`config.mk`:
```
export PLATFORM = sky130hd
export DESIGN_NAME = pi_out_limiter
export DESIGN_NICKNAME = d
export VERILOG_FILES = /design/src/rtl/pi_out_limiter_pkg.sv /design/src/rtl/pi_out_limiter_ss_ramp.sv /design/src/rtl/pi_out_limiter.sv
export SDC_FILE = /design/constraint.sdc
export NUM_CORES = 1
export LEC_CHECK = 0
export ABC_AREA = 0
export BUFFER_PORTS_ARGS = -buffer_cell sky130_fd_sc_hd__clkbuf_2
export CAP_MARGIN = 20
export CORE_MARGIN = 1
export CORE_UTILIZATION = 53
export DETAILED_ROUTE_END_ITERATION = 10
export PLACE_DENSITY = 0.71
export SETUP_SLACK_MARGIN = 0.15
export SKIP_CTS_REPAIR_TIMING = 1
export SLEW_MARGIN = 20
export SYNTH_ARGS = -nofsm -noshare
export SYNTH_HDL_FRONTEND = slang
export SYNTH_HIERARCHICAL = 1
export SYNTH_SLANG_ARGS = --single-unit
export TNS_END_PERCENT = 30
```
`constraint.sdc`:
```
create_clock -name i_CLK -period 13.15 [get_ports i_CLK]
set_input_delay 0.6575 -clock i_CLK [delete_from_list [all_inputs] [get_ports i_CLK]]
set_output_delay 0.6575 -clock i_CLK [all_outputs]
set_load 0.005 [all_outputs]
```
`src/rtl/pi_out_limiter_pkg.sv`:
```
// Shared definitions for the PI output limiter: state encoding,
// datapath width and signed saturation/clamp helpers.
package pi_out_limiter_pkg;

    localparam int W = 32;

    typedef enum logic [1:0] {
        ST_IDLE = 2'd0,
        ST_SOFT = 2'd1,
        ST_RUN  = 2'd2
    } state_t;

    function automatic logic signed [W-1:0] sat32(
        input logic signed [W:0] x
    );
        if (x[W] != x[W-1]) begin
            return x[W] ? 32'sh8000_0000 : 32'sh7FFF_FFFF;
        end
        return x[W-1:0];
    endfunction

    function automatic logic signed [W-1:0] clamp32(
        input logic signed [W-1:0] x,
        input logic signed [W-1:0] lo,
        input logic signed [W-1:0] hi
    );
        if (x < lo) return lo;
        if (x > hi) return hi;
        return x;
    endfunction

endpackage

```
`src/rtl/pi_out_limiter_ss_ramp.sv`:
```
// Soft-start ceiling generator: raises the command ceiling by a fixed
// step every SS_DIV enabled cycles until it reaches OUT_MAX.
module pi_out_limiter_ss_ramp
    import pi_out_limiter_pkg::*;
#(
    parameter int OUT_MIN = 0,
    parameter int OUT_MAX = 1000,
    parameter int SS_STEP = 10,
    parameter int SS_DIV  = 4
) (
    input  logic                clk_i,
    input  logic                rst_i,
    input  logic                en_i,
    input  logic                restart_i,
    output logic signed [W-1:0] ceil_o,
    output logic                done_o
);

    localparam logic signed [W:0] MAX33 = (W+1)'(OUT_MAX);

    logic signed [W-1:0] ceil_q, ceil_d;
    logic [W-1:0]        div_q, div_d;
    logic signed [W:0]   sum;

    always_comb begin
        ceil_d = ceil_q;
        div_d  = div_q;
        // 33-bit sum so a step near the top of the range cannot wrap
        sum    = {ceil_q[W-1], ceil_q} + (W+1)'(SS_STEP);
        if (restart_i) begin
            ceil_d = OUT_MIN;
            div_d  = '0;
        end else if (en_i) begin
            if (div_q == W'(SS_DIV - 1)) begin
                div_d  = '0;
                ceil_d = (sum >= MAX33) ? OUT_MAX : sum[W-1:0];
            end else begin
                div_d = div_q + W'(1);
            end
        end
    end

    always_ff @(posedge clk_i) begin
        if (rst_i) begin
            ceil_q <= OUT_MIN;
            div_q  <= '0;
        end else begin
            ceil_q <= ceil_d;
            div_q  <= div_d;
        end
    end

    assign ceil_o = ceil_q;
    assign done_o = (ceil_q == OUT_MAX);

endmodule

```
`src/rtl/pi_out_limiter.sv`:
```
// PI output conditioning: clamp to a soft-start ceiling, rate-limit,
// and return the saturation excess as the anti-windup term.
module pi_out_limiter
    import pi_out_limiter_pkg::*;
#(
    parameter int OUT_MIN  = 0,
    parameter int OUT_MAX  = 1000,
    parameter int RATE_MAX = 50,
    parameter int SS_STEP  = 10,
    parameter int SS_DIV   = 4
) (
    input  logic                i_CLK,
    input  logic                i_RST,
    input  logic                i_EN,
    input  logic signed [W-1:0] i_PI,
    input  logic                i_VALID,
    output logic signed [W-1:0] o_CMD,
    output logic signed [W-1:0] o_AW,
    output logic                o_VALID,
    output logic                o_SAT,
    output logic [1:0]          o_STATE
);

    localparam logic signed [W:0] RATE = (W+1)'(RATE_MAX);

    state_t state_q, state_d;

    logic signed [W-1:0] ceil;
    logic                ramp_done;

    logic                s1_vld_q, s1_vld_d;
    logic signed [W-1:0] s1_c_q, s1_c_d;
    logic signed [W-1:0] s1_pi_q, s1_pi_d;

    logic signed [W-1:0] cmd_q, cmd_d;
    logic signed [W-1:0] aw_q, aw_d;
    logic                sat_q, sat_d;
    logic                vld_q, vld_d;

    logic signed [W:0]   diff, lim, aw_ext;
    logic signed [W-1:0] new_cmd, aw_sat;

    pi_out_limiter_ss_ramp #(
        .OUT_MIN (OUT_MIN),
        .OUT_MAX (OUT_MAX),
        .SS_STEP (SS_STEP),
        .SS_DIV  (SS_DIV)
    ) u_ss_ramp (
        .clk_i     (i_CLK),
        .rst_i     (i_RST),
        .en_i      (state_q == ST_SOFT),
        .restart_i (!i_EN || state_q == ST_IDLE),
        .ceil_o    (ceil),
        .done_o    (ramp_done)
    );

    always_comb begin
        state_d = state_q;
        if (!i_EN) begin
            state_d = ST_IDLE;
        end else begin
            case (state_q)
                ST_IDLE: state_d = ST_SOFT;
                ST_SOFT: if (ramp_done) state_d = ST_RUN;
                ST_RUN:  state_d = ST_RUN;
                default: state_d = ST_IDLE;
            endcase
        end
    end

    always_comb begin
        s1_vld_d = 1'b0;
        s1_c_d   = s1_c_q;
        s1_pi_d  = s1_pi_q;
        cmd_d    = cmd_q;
        aw_d     = aw_q;
        sat_d    = sat_q;
        vld_d    = 1'b0;

        diff    = {s1_c_q[W-1], s1_c_q} - {cmd_q[W-1], cmd_q};
        lim     = (diff > RATE)  ? RATE :
                  (diff < -RATE) ? -RATE : diff;
        new_cmd = cmd_q + lim[W-1:0];
        aw_ext  = {s1_pi_q[W-1], s1_pi_q} - {new_cmd[W-1], new_cmd};
        aw_sat  = sat32(aw_ext);

        // EN low flushes both stages and snaps outputs to idle values
        if (!i_EN || state_q == ST_IDLE) begin
            cmd_d = OUT_MIN;
            aw_d  = '0;
            sat_d = 1'b0;
        end else begin
            if (i_VALID) begin
                s1_vld_d = 1'b1;
                s1_c_d   = clamp32(i_PI, OUT_MIN, ceil);
                s1_pi_d  = i_PI;
            end
            if (s1_vld_q) begin
                cmd_d = new_cmd;
                aw_d  = aw_sat;
                sat_d = (aw_sat != '0);
                vld_d = 1'b1;
            end
        end
    end

    always_ff @(posedge i_CLK) begin
        if (i_RST) begin
            state_q  <= ST_IDLE;
            s1_vld_q <= 1'b0;
            s1_c_q   <= '0;
            s1_pi_q  <= '0;
            cmd_q    <= OUT_MIN;
            aw_q     <= '0;
            sat_q    <= 1'b0;
            vld_q    <= 1'b0;
        end else begin
            state_q  <= state_d;
            s1_vld_q <= s1_vld_d;
            s1_c_q   <= s1_c_d;
            s1_pi_q  <= s1_pi_d;
            cmd_q    <= cmd_d;
            aw_q     <= aw_d;
            sat_q    <= sat_d;
            vld_q    <= vld_d;
        end
    end

    assign o_CMD   = cmd_q;
    assign o_AW    = aw_q;
    assign o_SAT   = sat_q;
    assign o_VALID = vld_q;
    assign o_STATE = state_q;

endmodule

```
==> out/metrics.yaml, run 1 <==
holdCritStartpoint: "i_EN"
synth-xor-area-share: 0.07516
p_int_mw: 1.090
synth.avg_cell_area_um2: 7.913
track_usage: 0.2877
drtIter0Drc: 1012
dpl_cell_area_um2: 16040
reg2regPathDepth: 37
synth_edf_count: 0
clock_sinks: 196
final_nets: 2137
synth_top_area_share: 0.2551
fin_setup_tns_ps: 0
worst_setup_path_start_kind: "flop"
yosysUniqueCellTypes: 95
drc: 0
dieArea_um2: 29710
worstMarginPinSlew_ps: 1003
wl_per_cell_um: 18.12
ys_ff_latch: 196
vias: 14540
cts_buffers: 17
first_pass_iters: 6
fin_area_um2: 16690
p_sw_mw: 0.6384
setup_viol: 0
status: "completed"
syn-instance-count: 1944
drive_gt1_frac: 0.1254
critPathBufInv: 2
cap_violations: 0
fp-row-count: 62
fin_crit_sh: 0.8289
cpMaxStageDelayCell: "a2111oi_2"
syn_area_um2: 15380
cp_max_fo: 12
slowest_delay_ps: 680
synthFlopType: "dfxtp_1"
synth_compound_area_frac: 0.2275
ctsHtreeMaxLevel: 4
die-height_um: 172.4
seq_area_frac_synth: 0.2551
critPathRequiredTime_ps: 13560
leakagePower_nw: 6.508
clock-root-buffer: "clkbuf_16"
final_hold_viol_count: 0
yosys-top-cells-area: "dfxtp_1, ha_1, nor2_1"
diodes: 0
period_needed_ps: 10900
viasPerCell: 6.137
grt_overflow_total: 0
async_flop_share: 0
portBuffers: 103
syn_nets: 2109
vdd_drop_max_mv: 0.08277
layout_commonest_cell: "nor2_1"
critPathArrivalTime_ps: 11310
p_total_mw: 1.729
antenna_found_initial: 0
yosysTopAreaCell: "dfxtp_1"
synth_warnings: 6
grt_pass1_wl_um: 67250
dp_hpwl_um: 32570
r2r_end: "o_AW[2]"
end_kind: "flop"
initial_core_util: 0.5374
combinationalPowerShare: 0.313
skew_ps: 21.35
timing.rr.start: "o_CMD[1]"
hold_end: "o_STATE[0]"
relSlewSlack: 0.3314
seq_power_share: 0.348
max_freq_mhz: 91.75
path_depth: 37
synthSimpleGateAreaFrac: 0.2197
detail-route-antenna-nets: 0
clk_path_buf_depth: 2
reg2reg_slack_ps: 2250
cp_top_family: "compound AO/OA/AOI/OAI gates"
swShare: 0.3693
postLayoutCoreUtil: 0.5832
finalMaxSlewViolations: 0
p_clk_frac: 0.338
boundaryPins: 104
power_per_cell_area_nw_per_um2: 103.6
synth_top_family_by_area: "compound AO/OA/AOI/OAI gates"
routabilityCongestion: 0.9563
holdPathStages: 3
final_cell_mix: "nor2_1, dfxtp_1, nand2_1, a21oi_1, ha_1"
coreArea_um2: 28630
crit_type: "flop to flop"
syn_to_final_growth_pct: 8.533
hp-class: "input pin to flop"
dp.cells: 2337
synthAdderAreaFrac: 0.1162
grt_pass1_vias: 13300
synthMuxAreaShare: 0.05035
grt_setup_unrepaired: "no"
finalNonFillerCells: 2369
grt_max_degree: 71
fp.dieW_um: 172.4
fillCellCount: 2593
finalWirelength_um: 42920
clk_latency_ps: 470
cts_tree: "done"
cts.clk_slew.worst_paths_ps: 100
[worst max path at each step]
stage,startpoint,endpoint,slack (ps)
floorplan,o_CMD[1],o_AW[30],4040
CTS,o_CMD[1],o_AW[2],2360
global route,o_CMD[1],o_AW[2],1500
detailed placement,o_CMD[1],o_AW[22],2450
finish,o_CMD[1],o_AW[2],2250
global placement,o_CMD[2],o_AW[2],2780
[tightest hold or removal path, delay by kind of cell]
kind | cells | cell delay (ps)
and+or+nand+nor | 2 | 130
buffers and inverters | 1 | 90
[registers in the layout, indices dropped and copies added, names as in the netlist]
| register | flops |
|---|---|
| s1_vld_q | 1 |
| o_AW | 32 |
| u_ss_ramp/div_q | 32 |
| u_ss_ramp/ceil_o | 31 |
| o_SAT | 1 |
| o_VALID | 1 |
| o_CMD | 32 |
| o_STATE | 2 |
| s1_c_q | 32 |
| s1_pi_q | 32 |
[cells by family after synthesis]
logic type / after synthesis
xor gates and xnor gates: 132
other: 1
buffers and inverters: 216
adders and majority gates: 143
muxes: 72
and+or+nand+nor: 684
DFF: 196
AOI/OAI and AO/OA: 500
[metrics by stage]
stage / setup WS, ps / hold slack [ps]
after floorplan: 4036 / 436.3
after global placement: 2776 / 445.7
after detailed placement: 2446 / 458.7
after CTS: 2362 / 425.8
after global routing: 1495 / 449.5
final: 2250 / 436.1
[synthesized netlist by cell type (5+ instances only)]
cell / n
o21a_1: 23
nand2b_1: 26
mux2i_1: 29
nor2_1: 205
nor4b_1: 5
nand2_1: 151
buf_1: 12
xor2_1: 60
nand3_1: 53
a21boi_0: 7
a41o_1: 25
o31ai_1: 13
and2_1: 28
inv_1: 107
or4_1: 6
nor2b_1: 26
nand4_1: 43
mux2_2: 43
and4_1: 12
a2111oi_0: 7
a22oi_1: 31
a211oi_1: 11
a31oi_1: 21
o31a_1: 9
o221a_2: 5
maj3_1: 6
and3_1: 17
dfxtp_1: 196
buf_2: 16
nor3_1: 37
o211ai_1: 19
o21bai_1: 12
o221a_1: 9
a21o_1: 25
nor4_1: 27
ha_1: 126
or3_1: 19
xnor2_1: 72
maj3_2: 8
o21ai_0: 87
or2_2: 11
clkbuf_1: 74
a21oi_1: 133
[power by group through the flow]
stage          sequential (mW)  clock [mW]  combinational (mW)
2_1_floorplan            0.613           0               0.420
3_3_place_gp             0.616           0               0.521
3_5_place_dp             0.616           0               0.530
4_1_cts                  0.602       0.591               0.534
5_1_grt                  0.603       0.611               0.594
6_report                 0.602       0.585               0.541
[routing by layer]
layer	up-vias	wire length, um	GRT usage
met5	-	0	0
met4	0	1094	0.1008
met3	75	2699	0.03410
met2	530	19620	0.4825
met1	6817	19500	0.3793
li1	7116	-	-
[cell type report]
type	count	area, um^2	share of cell area
Timing Repair Buffer	116	613.1	0.03672
Inverter	109	409.1	0.02451
Clock inverter	15	227.7	0.01364
Sequential cell	196	3928	0.2353
Tap cell	384	480.5	0.02878
Clock buffer	17	425.4	0.02548
Multi-Input combinational cell	1532	10610	0.6356
Power figures use the tool's default switching activity.
==> run 2: changes to the inputs <==
- ABC_AREA: 0 -> 1
- clock period: 13.15 -> 11.4 ns (I/O delays scaled with it)
==> run 2 against run 1 <==
- worst hold slack got worse by 3.5 ps
- via count rose by 15%
- critical endpoint is now o_SAT
- sequential share of layout area is 1.2 points lower
- register-to-register slack better by 1100 ps
- utilization grew 0.48 points
- clock skew down 6.7 ps
- non-clock buffer count is 6 lower
- sequential power rose by 16%
- final cell count increased by 28%
- largest cell class unchanged
- clock-buffer cell count grew 1
==> out/metrics.yaml, run 2 <==
clock-root-buffer: "clkbuf_16"  # unchanged
grt_setup_unrepaired: "no"  # unchanged
detail-route-antenna-nets: 0  # unchanged
yosysMostFrequentCell: "nand2_1"  # was nor2_1
routabilityCongestion: 0.9922  # was 0.9563
dp_hpwl_um: 39530  # was 32,570 um
grt_pass1_vias: 15670  # was 13,300
viasPerCell: 5.522  # was 6.137
drc: 0  # unchanged
setup_viol: 0  # unchanged
synthMuxAreaShare: 0  # was 0.05035
diodes: 0  # unchanged
final_hold_viol_count: 0  # unchanged
finalWirelength_um: 49310  # was 42,920 um
final_nets: 2794  # was 2,137
fp-row-count: 63  # was 62
vias: 16740  # was 14,540
syn-instance-count: 2566  # was 1,944
wl_per_cell_um: 16.26  # was 18.12 um
async_flop_share: 0  # unchanged
cpMaxStageDelayCell: "fa_1"  # was a2111oi_2
drive_gt1_frac: 0.09235  # was 0.1254
fillCellCount: 3015  # was 2,593
initial_core_util: 0.5420  # was 0.5374
synth-xor-area-share: 0.06066  # was 0.07516
dp_worst_setup_slack_ps: 3408  # was 2446 ps
syn_area_um2: 16190  # was 15,380 um^2
syn_to_final_growth_pct: 8.500  # was 8.533%
die-height_um: 176.8  # was 172.4 um
slowest_delay_ps: 420  # was 680 ps
cts_buffers: 17  # unchanged
drtIter0Drc: 1105  # was 1,012
fin_ws_ps: 3337  # was 2250 ps
synth.avg_cell_area_um2: 6.310  # was 7.913 um^2
synthAdderAreaFrac: 0.1011  # was 0.1162
clock_sinks: 196  # unchanged
p_clk_frac: 0.269  # was 0.338
worst_setup_path_start_kind: "flop"  # unchanged
clk_path_buf_depth: 2  # unchanged
grt_overflow_total: 0  # unchanged
ys_ff_latch: 196  # unchanged
p_int_mw: 1.288  # was 1.090 mW
cp_max_fo: 43  # was 12
clk_latency_ps: 470  # about the same
coreArea_um2: 29870  # was 28,630 um^2
portBuffers: 103  # unchanged
critPathBufInv: 5  # was 2
seq_power_share: 0.307  # was 0.348
vdd_drop_max_mv: 0.1121  # was 0.08277 mV
critPathArrivalTime_ps: 8430  # was 11,310 ps
hold_ws_ps: 432.7  # was 436.1 ps
leakagePower_nw: 8.635  # was 6.508 nW
power_per_cell_area_nw_per_um2: 130.1  # was 103.6 nW/um^2
combinationalPowerShare: 0.424  # was 0.313
swShare: 0.4364  # was 0.3693
seqCellArea_um2: 3925  # was 3928 um^2
ys_top_cells_by_count: "nand2_1, inv_1, a21oi_1, nor2_1, dfxtp_1"  # was nor2_1, dfxtp_1, nand2_1, a21oi_1, ha_1
final_cell_mix: "nand2_1, inv_1, a21oi_1, nor2_1, dfxtp_1"  # was nor2_1, dfxtp_1, nand2_1, a21oi_1, ha_1
syn_nets: 2731  # was 2,109
synth_compound_area_frac: 0.1751  # was 0.2275
synth_top_area_share: 0.2423  # was 0.2551
synthSimpleGateAreaFrac: 0.3087  # was 0.2197
yosysTopAreaCell: "dfxtp_1"  # unchanged
finalMaxSlewViolations: 0  # unchanged
status: "completed"  # unchanged
layout_commonest_cell: "nand2_1"  # was nor2_1
period_needed_ps: 8063  # was 10,900 ps
grt_max_degree: 97  # was 71
ctsHtreeMaxLevel: 4  # unchanged
crit_path_frequent_cell: "nand2_1"
fin_crit_sh: 0.7073  # was 0.8289
fp.dieW_um: 176.8  # was 172.4 um
cap_violations: 0  # unchanged
p_sw_mw: 0.9972  # was 0.6384 mW
critPathRequiredTime_ps: 11760  # was 13,560 ps
yosysUniqueCellTypes: 53  # was 95
yosys-top-cells-area: "dfxtp_1, nand2_1, ha_1"  # was dfxtp_1, ha_1, nor2_1
skew_ps: 14.61  # was 21.35 ps
antenna_found_initial: 0  # unchanged
boundaryPins: 104  # unchanged
dieArea_um2: 31250  # was 29,710 um^2
synth_edf_count: 0  # unchanged
track_usage: 0.3219  # was 0.2877
cts.clk_slew.worst_paths_ps: 80  # was 100 ps
multi_input_area_um2: 10490  # was 10,610 um^2
seq_area_frac_synth: 0.2423  # was 0.2551
synth_top_family_by_area: "simple AND/OR/NAND/NOR gates"  # was compound AO/OA/AOI/OAI gates
fin_area_um2: 17570  # was 16,690 um^2
end_kind: "flop"  # unchanged
worstMarginPinSlew_ps: 979.5  # was 1003 ps
relSlewSlack: 0.3463  # was 0.3314
synth_warnings: 6  # unchanged
crit_type: "flop to flop"  # unchanged
synthFlopType: "dfxtp_1"  # unchanged
fin_setup_tns_ps: 0  # unchanged
dpl_cell_area_um2: 16970  # was 16,040 um^2
cts_tree: "done"  # unchanged
first_pass_iters: 5  # was 6
hp-class: "input pin to flop"  # unchanged
grt_pass1_wl_um: 79440  # was 67,250 um
max_freq_mhz: 124.0  # was 91.75 MHz
cp_top_family: "simple AND/OR/NAND/NOR gates"  # was compound AO/OA/AOI/OAI gates
[run 2: changes by cell type in the layout (fill, tap and decap cells not counted), moves of 32 or more]
cell and change:
nand2_2 +33, nand2_1 +512, a21oi_1 +111, inv_1 +277, o21ai_0 +39, o211ai_1 +32, nand3_1 +59, xnor2_1 -51
mux2_2 -43
[run 2: path summary, 6_finish.rpt]
check,start,to,slack [ps],depth (start not counted)
max,s1_c_q[0],o_SAT,3340,52
min,i_PI[0],s1_pi_q[0],430,3
max reg2reg,s1_c_q[0],o_SAT,3340,52
min reg2reg,u_ss_ramp/div_q[30],u_ss_ramp/div_q[30],460,1
[run 2: worst reg2reg max path, delay by kind of cell (launching register included)]
family                     cells  cell delay (ps)
buffers and inverters          5              310
adders and majority gates      4             1330
and+or+nand+nor               32             3920
DFF                            1              340
xor gates and xnor gates       2              450
AOI/OAI and AO/OA              9             1590
[run 2: layout make-up]
cell class / instances / area share
Multi-Input combinational cell: 1903 / 0.5970
Sequential cell: 196 / 0.2234
Inverter: 401 / 0.08568
Timing Repair Buffer: 110 / 0.03233
Tap cell: 390 / 0.02778
Clock buffer: 18 / 0.02443
Clock inverter: 14 / 0.009330
[run 2: metal layers]
metal	vias up	track usage	routed length, um
met1	7741	0.4129	22080
li1	8486	-	-
met4	0	0.1088	1442
met2	444	0.5525	23350
met5	-	0	0
met3	73	0.04188	2436
[run 2: kinds of logic after synthesis]
logic type	count (synthesis)
DFF	196
AOI/OAI and AO/OA	499
other	1
adders and majority gates	129
xor gates and xnor gates	110
buffers and inverters	467
and+or+nand+nor	1164
[run 2: per-stage QoR]
step / util / total power, mW / std cells
global placement: 0.5679 / 1.662 / 3000
floorplan: - / 1.440 / 2566
CTS: 0.5879 / 2.280 / 3032
global route: 0.5881 / 2.439 / 3032
finish: 0.5881 / 2.285 / 3032
detailed placement: 0.5680 / 1.667 / 3000
[run 2: power groups by stage]
stage	Combinational, mW	Sequential (mW)	Clock [mW]
3_5_place_dp	0.950	0.717	0
2_1_floorplan	0.727	0.713	0
6_report	0.969	0.701	0.615
3_3_place_gp	0.945	0.717	0
4_1_cts	0.956	0.701	0.623
5_1_grt	1.08	0.702	0.653
==> run 3: changes to the inputs <==
- clock period: 11.4 -> 8.4 ns (I/O delays scaled with it)
==> run 3 against run 2 <==
- utilization grew 0.34 points
- highest routed layer unchanged
- largest power group unchanged
- combinational power grew 41%
- sequential cell count is the same
- critical path depth shrank 2
- clock skew grew 0.87 ps
- worst setup slack lost 2600 ps
- global-route usage shrank 0.33 points
- sequential share of layout area shrank 0.13 points
- sequential power grew 36%
- power grew 39%
==> out/metrics.yaml, run 3 (synthesis results as in run 2) <==
first_pass_iters: 5  # unchanged
layout_commonest_cell: "nand2_1"  # unchanged
holdCritStartpoint: "i_PI[0]"  # unchanged
clock_sinks: 196  # unchanged
slowest_delay_ps: 420  # about the same
fin_setup_tns_ps: 0  # unchanged
max_freq_mhz: 130.2  # was 124.0 MHz
hold_end: "s1_pi_q[0]"  # unchanged
track_usage: 0.3186  # was 0.3219
worst_setup_path_start_kind: "flop"  # unchanged
diodes: 0  # unchanged
seqCellArea_um2: 3925  # unchanged
dp_worst_setup_slack_ps: 535.7  # was 3408 ps
vias: 16760  # was 16,740
grt_setup_unrepaired: "no"  # unchanged
fp-row-count: 63  # unchanged
final_cell_mix: "nand2_1, inv_1, a21oi_1, nor2_1, dfxtp_1"  # unchanged
drive_gt1_frac: 0.09603  # was 0.09235
coreArea_um2: 29870  # unchanged
initial_core_util: 0.5420  # unchanged
clock-root-buffer: "clkbuf_16"  # unchanged
drc: 0  # unchanged
antenna_found_initial: 0  # unchanged
finalMaxSlewViolations: 0  # unchanged
final_hold_viol_count: 0  # unchanged
critPathBufInv: 4  # was 5
multi_input_area_um2: 10550  # was 10,490 um^2
vdd_drop_max_mv: 0.1483  # was 0.1121 mV
syn_to_final_growth_pct: 9.134  # was 8.500%
grt_max_degree: 55  # was 97
grt_pass1_wl_um: 78800  # was 79,440 um
cts_tree: "done"  # unchanged
grt_overflow_total: 0  # unchanged
fin_ws_ps: 718.0  # was 3337 ps
routabilityCongestion: 0.9924  # was 0.9922
worstSetupStartpoint: "o_CMD[0]"  # was s1_c_q[0]
final_nets: 2797  # was 2,794
wl_per_cell_um: 16.39  # was 16.26 um
cp_top_family: "simple AND/OR/NAND/NOR gates"  # unchanged
grt_pass1_vias: 15720  # was 15,670
holdPathStages: 3  # unchanged
cts.clk_slew.worst_paths_ps: 90  # was 80 ps
ctsHtreeMaxLevel: 4  # unchanged
worstMarginPinSlew_ps: 1133  # was 979.5 ps
critPathArrivalTime_ps: 8050  # was 8430 ps
die-height_um: 176.8  # unchanged
reg2regPathDepth: 50  # was 52
clk_latency_ps: 480  # was 470 ps
finalWirelength_um: 49750  # was 49,310 um
portBuffers: 103  # unchanged
fin_crit_sh: 0.9145  # was 0.7073
period_needed_ps: 7682  # was 8063 ps
setup_viol: 0  # unchanged
crit_type: "flop to flop"  # unchanged
cp_max_fo: 22  # was 43
hp-class: "input pin to flop"  # unchanged
cpMaxStageDelayCell: "fa_1"  # unchanged
dieArea_um2: 31250  # unchanged
status: "completed"  # unchanged
critPathRequiredTime_ps: 8770  # was 11,760 ps
crit_path_frequent_cell: "nand2_1"  # unchanged
dp_hpwl_um: 39530  # about the same
power_per_cell_area_nw_per_um2: 180.2  # was 130.1 nW/um^2
leakagePower_nw: 8.679  # was 8.635 nW
timing.rr.start: "o_CMD[0]"  # was s1_c_q[0]
detail-route-antenna-nets: 0  # unchanged
end_kind: "flop"  # unchanged
fillCellCount: 3006  # was 3,015
fp.dieW_um: 176.8  # unchanged
p_total_mw: 3.184  # was 2.285 mW
viasPerCell: 5.522  # about the same
cts_buffers: 17  # unchanged
clk_path_buf_depth: 2  # unchanged
relSlewSlack: 0.2423  # was 0.3463
postLayoutCoreUtil: 0.5915  # was 0.5881
drtIter0Drc: 1183  # was 1,105
cap_violations: 0  # unchanged
boundaryPins: 104  # unchanged
r2r_end: "o_SAT"  # unchanged
skew_ps: 15.48  # was 14.61 ps
reg2reg_slack_ps: 720  # was 3340 ps
==> run 3: cell types whose count changed in the layout (fill, tap and decap cells not counted), sizes merged <==
cell | before | now
buf | 7 | 9
inv | 404 | 408
nand2 | 699 | 700
clkinv | 11 | 8
clkbuf | 121 | 120
==> run 3: worst max path at each step <==
stage | end | slack, ps | depth (start not counted)
final | o_SAT | 720 | 50
after global routing | o_SAT | 140 | 54
after CTS | o_SAT | 500 | 48
after detailed placement | o_SAT | 540 | 48
after global placement | o_SAT | 740 | 42
after floorplan | o_SAT | 1920 | 54
==> run 3: per-layer routing <==
| layer | track usage | wire [um] |
|---|---|---|
| met5 | 0 | 0 |
| met4 | 0.1343 | 1837 |
| met3 | 0.04145 | 2886 |
| met2 | 0.5453 | 23290 |
| met1 | 0.4001 | 21730 |
==> run 3: stage by stage <==
step | area [um^2] | instances | hold WS (ps)
3_3_place_gp | 16980 | 3002 | 443.0
2_1_floorplan | 16190 | 2566 | 421.8
3_5_place_dp | 16980 | 3002 | 447.6
4_1_cts | 17600 | 3034 | 251.9
6_report | 17670 | 3035 | 268.7
5_1_grt | 17670 | 3035 | 290.8
==> run 3: worst min-delay path, cell delays in order <==
cell and delay (ps):
clkbuf_2 100, o21ai_0 80, a21oi_1 110
==> run 3: power by group <==
part           total (mW)  switching (mW)  internal [mW]  leakage, nW
clock network       0.862           0.452          0.410        0.300
logic                1.37           0.952          0.419         6.80
registers           0.951          0.0113          0.940         1.58
==> run 3: cell type report <==
cell class | count | area share
inverters | 401 | 0.08518
well taps | 390 | 0.02761
clock inverters | 15 | 0.01098
clock buffers | 17 | 0.02407
multi-input cells | 1904 | 0.5970
repair buffers | 112 | 0.03300
flip-flops and latches | 196 | 0.2221
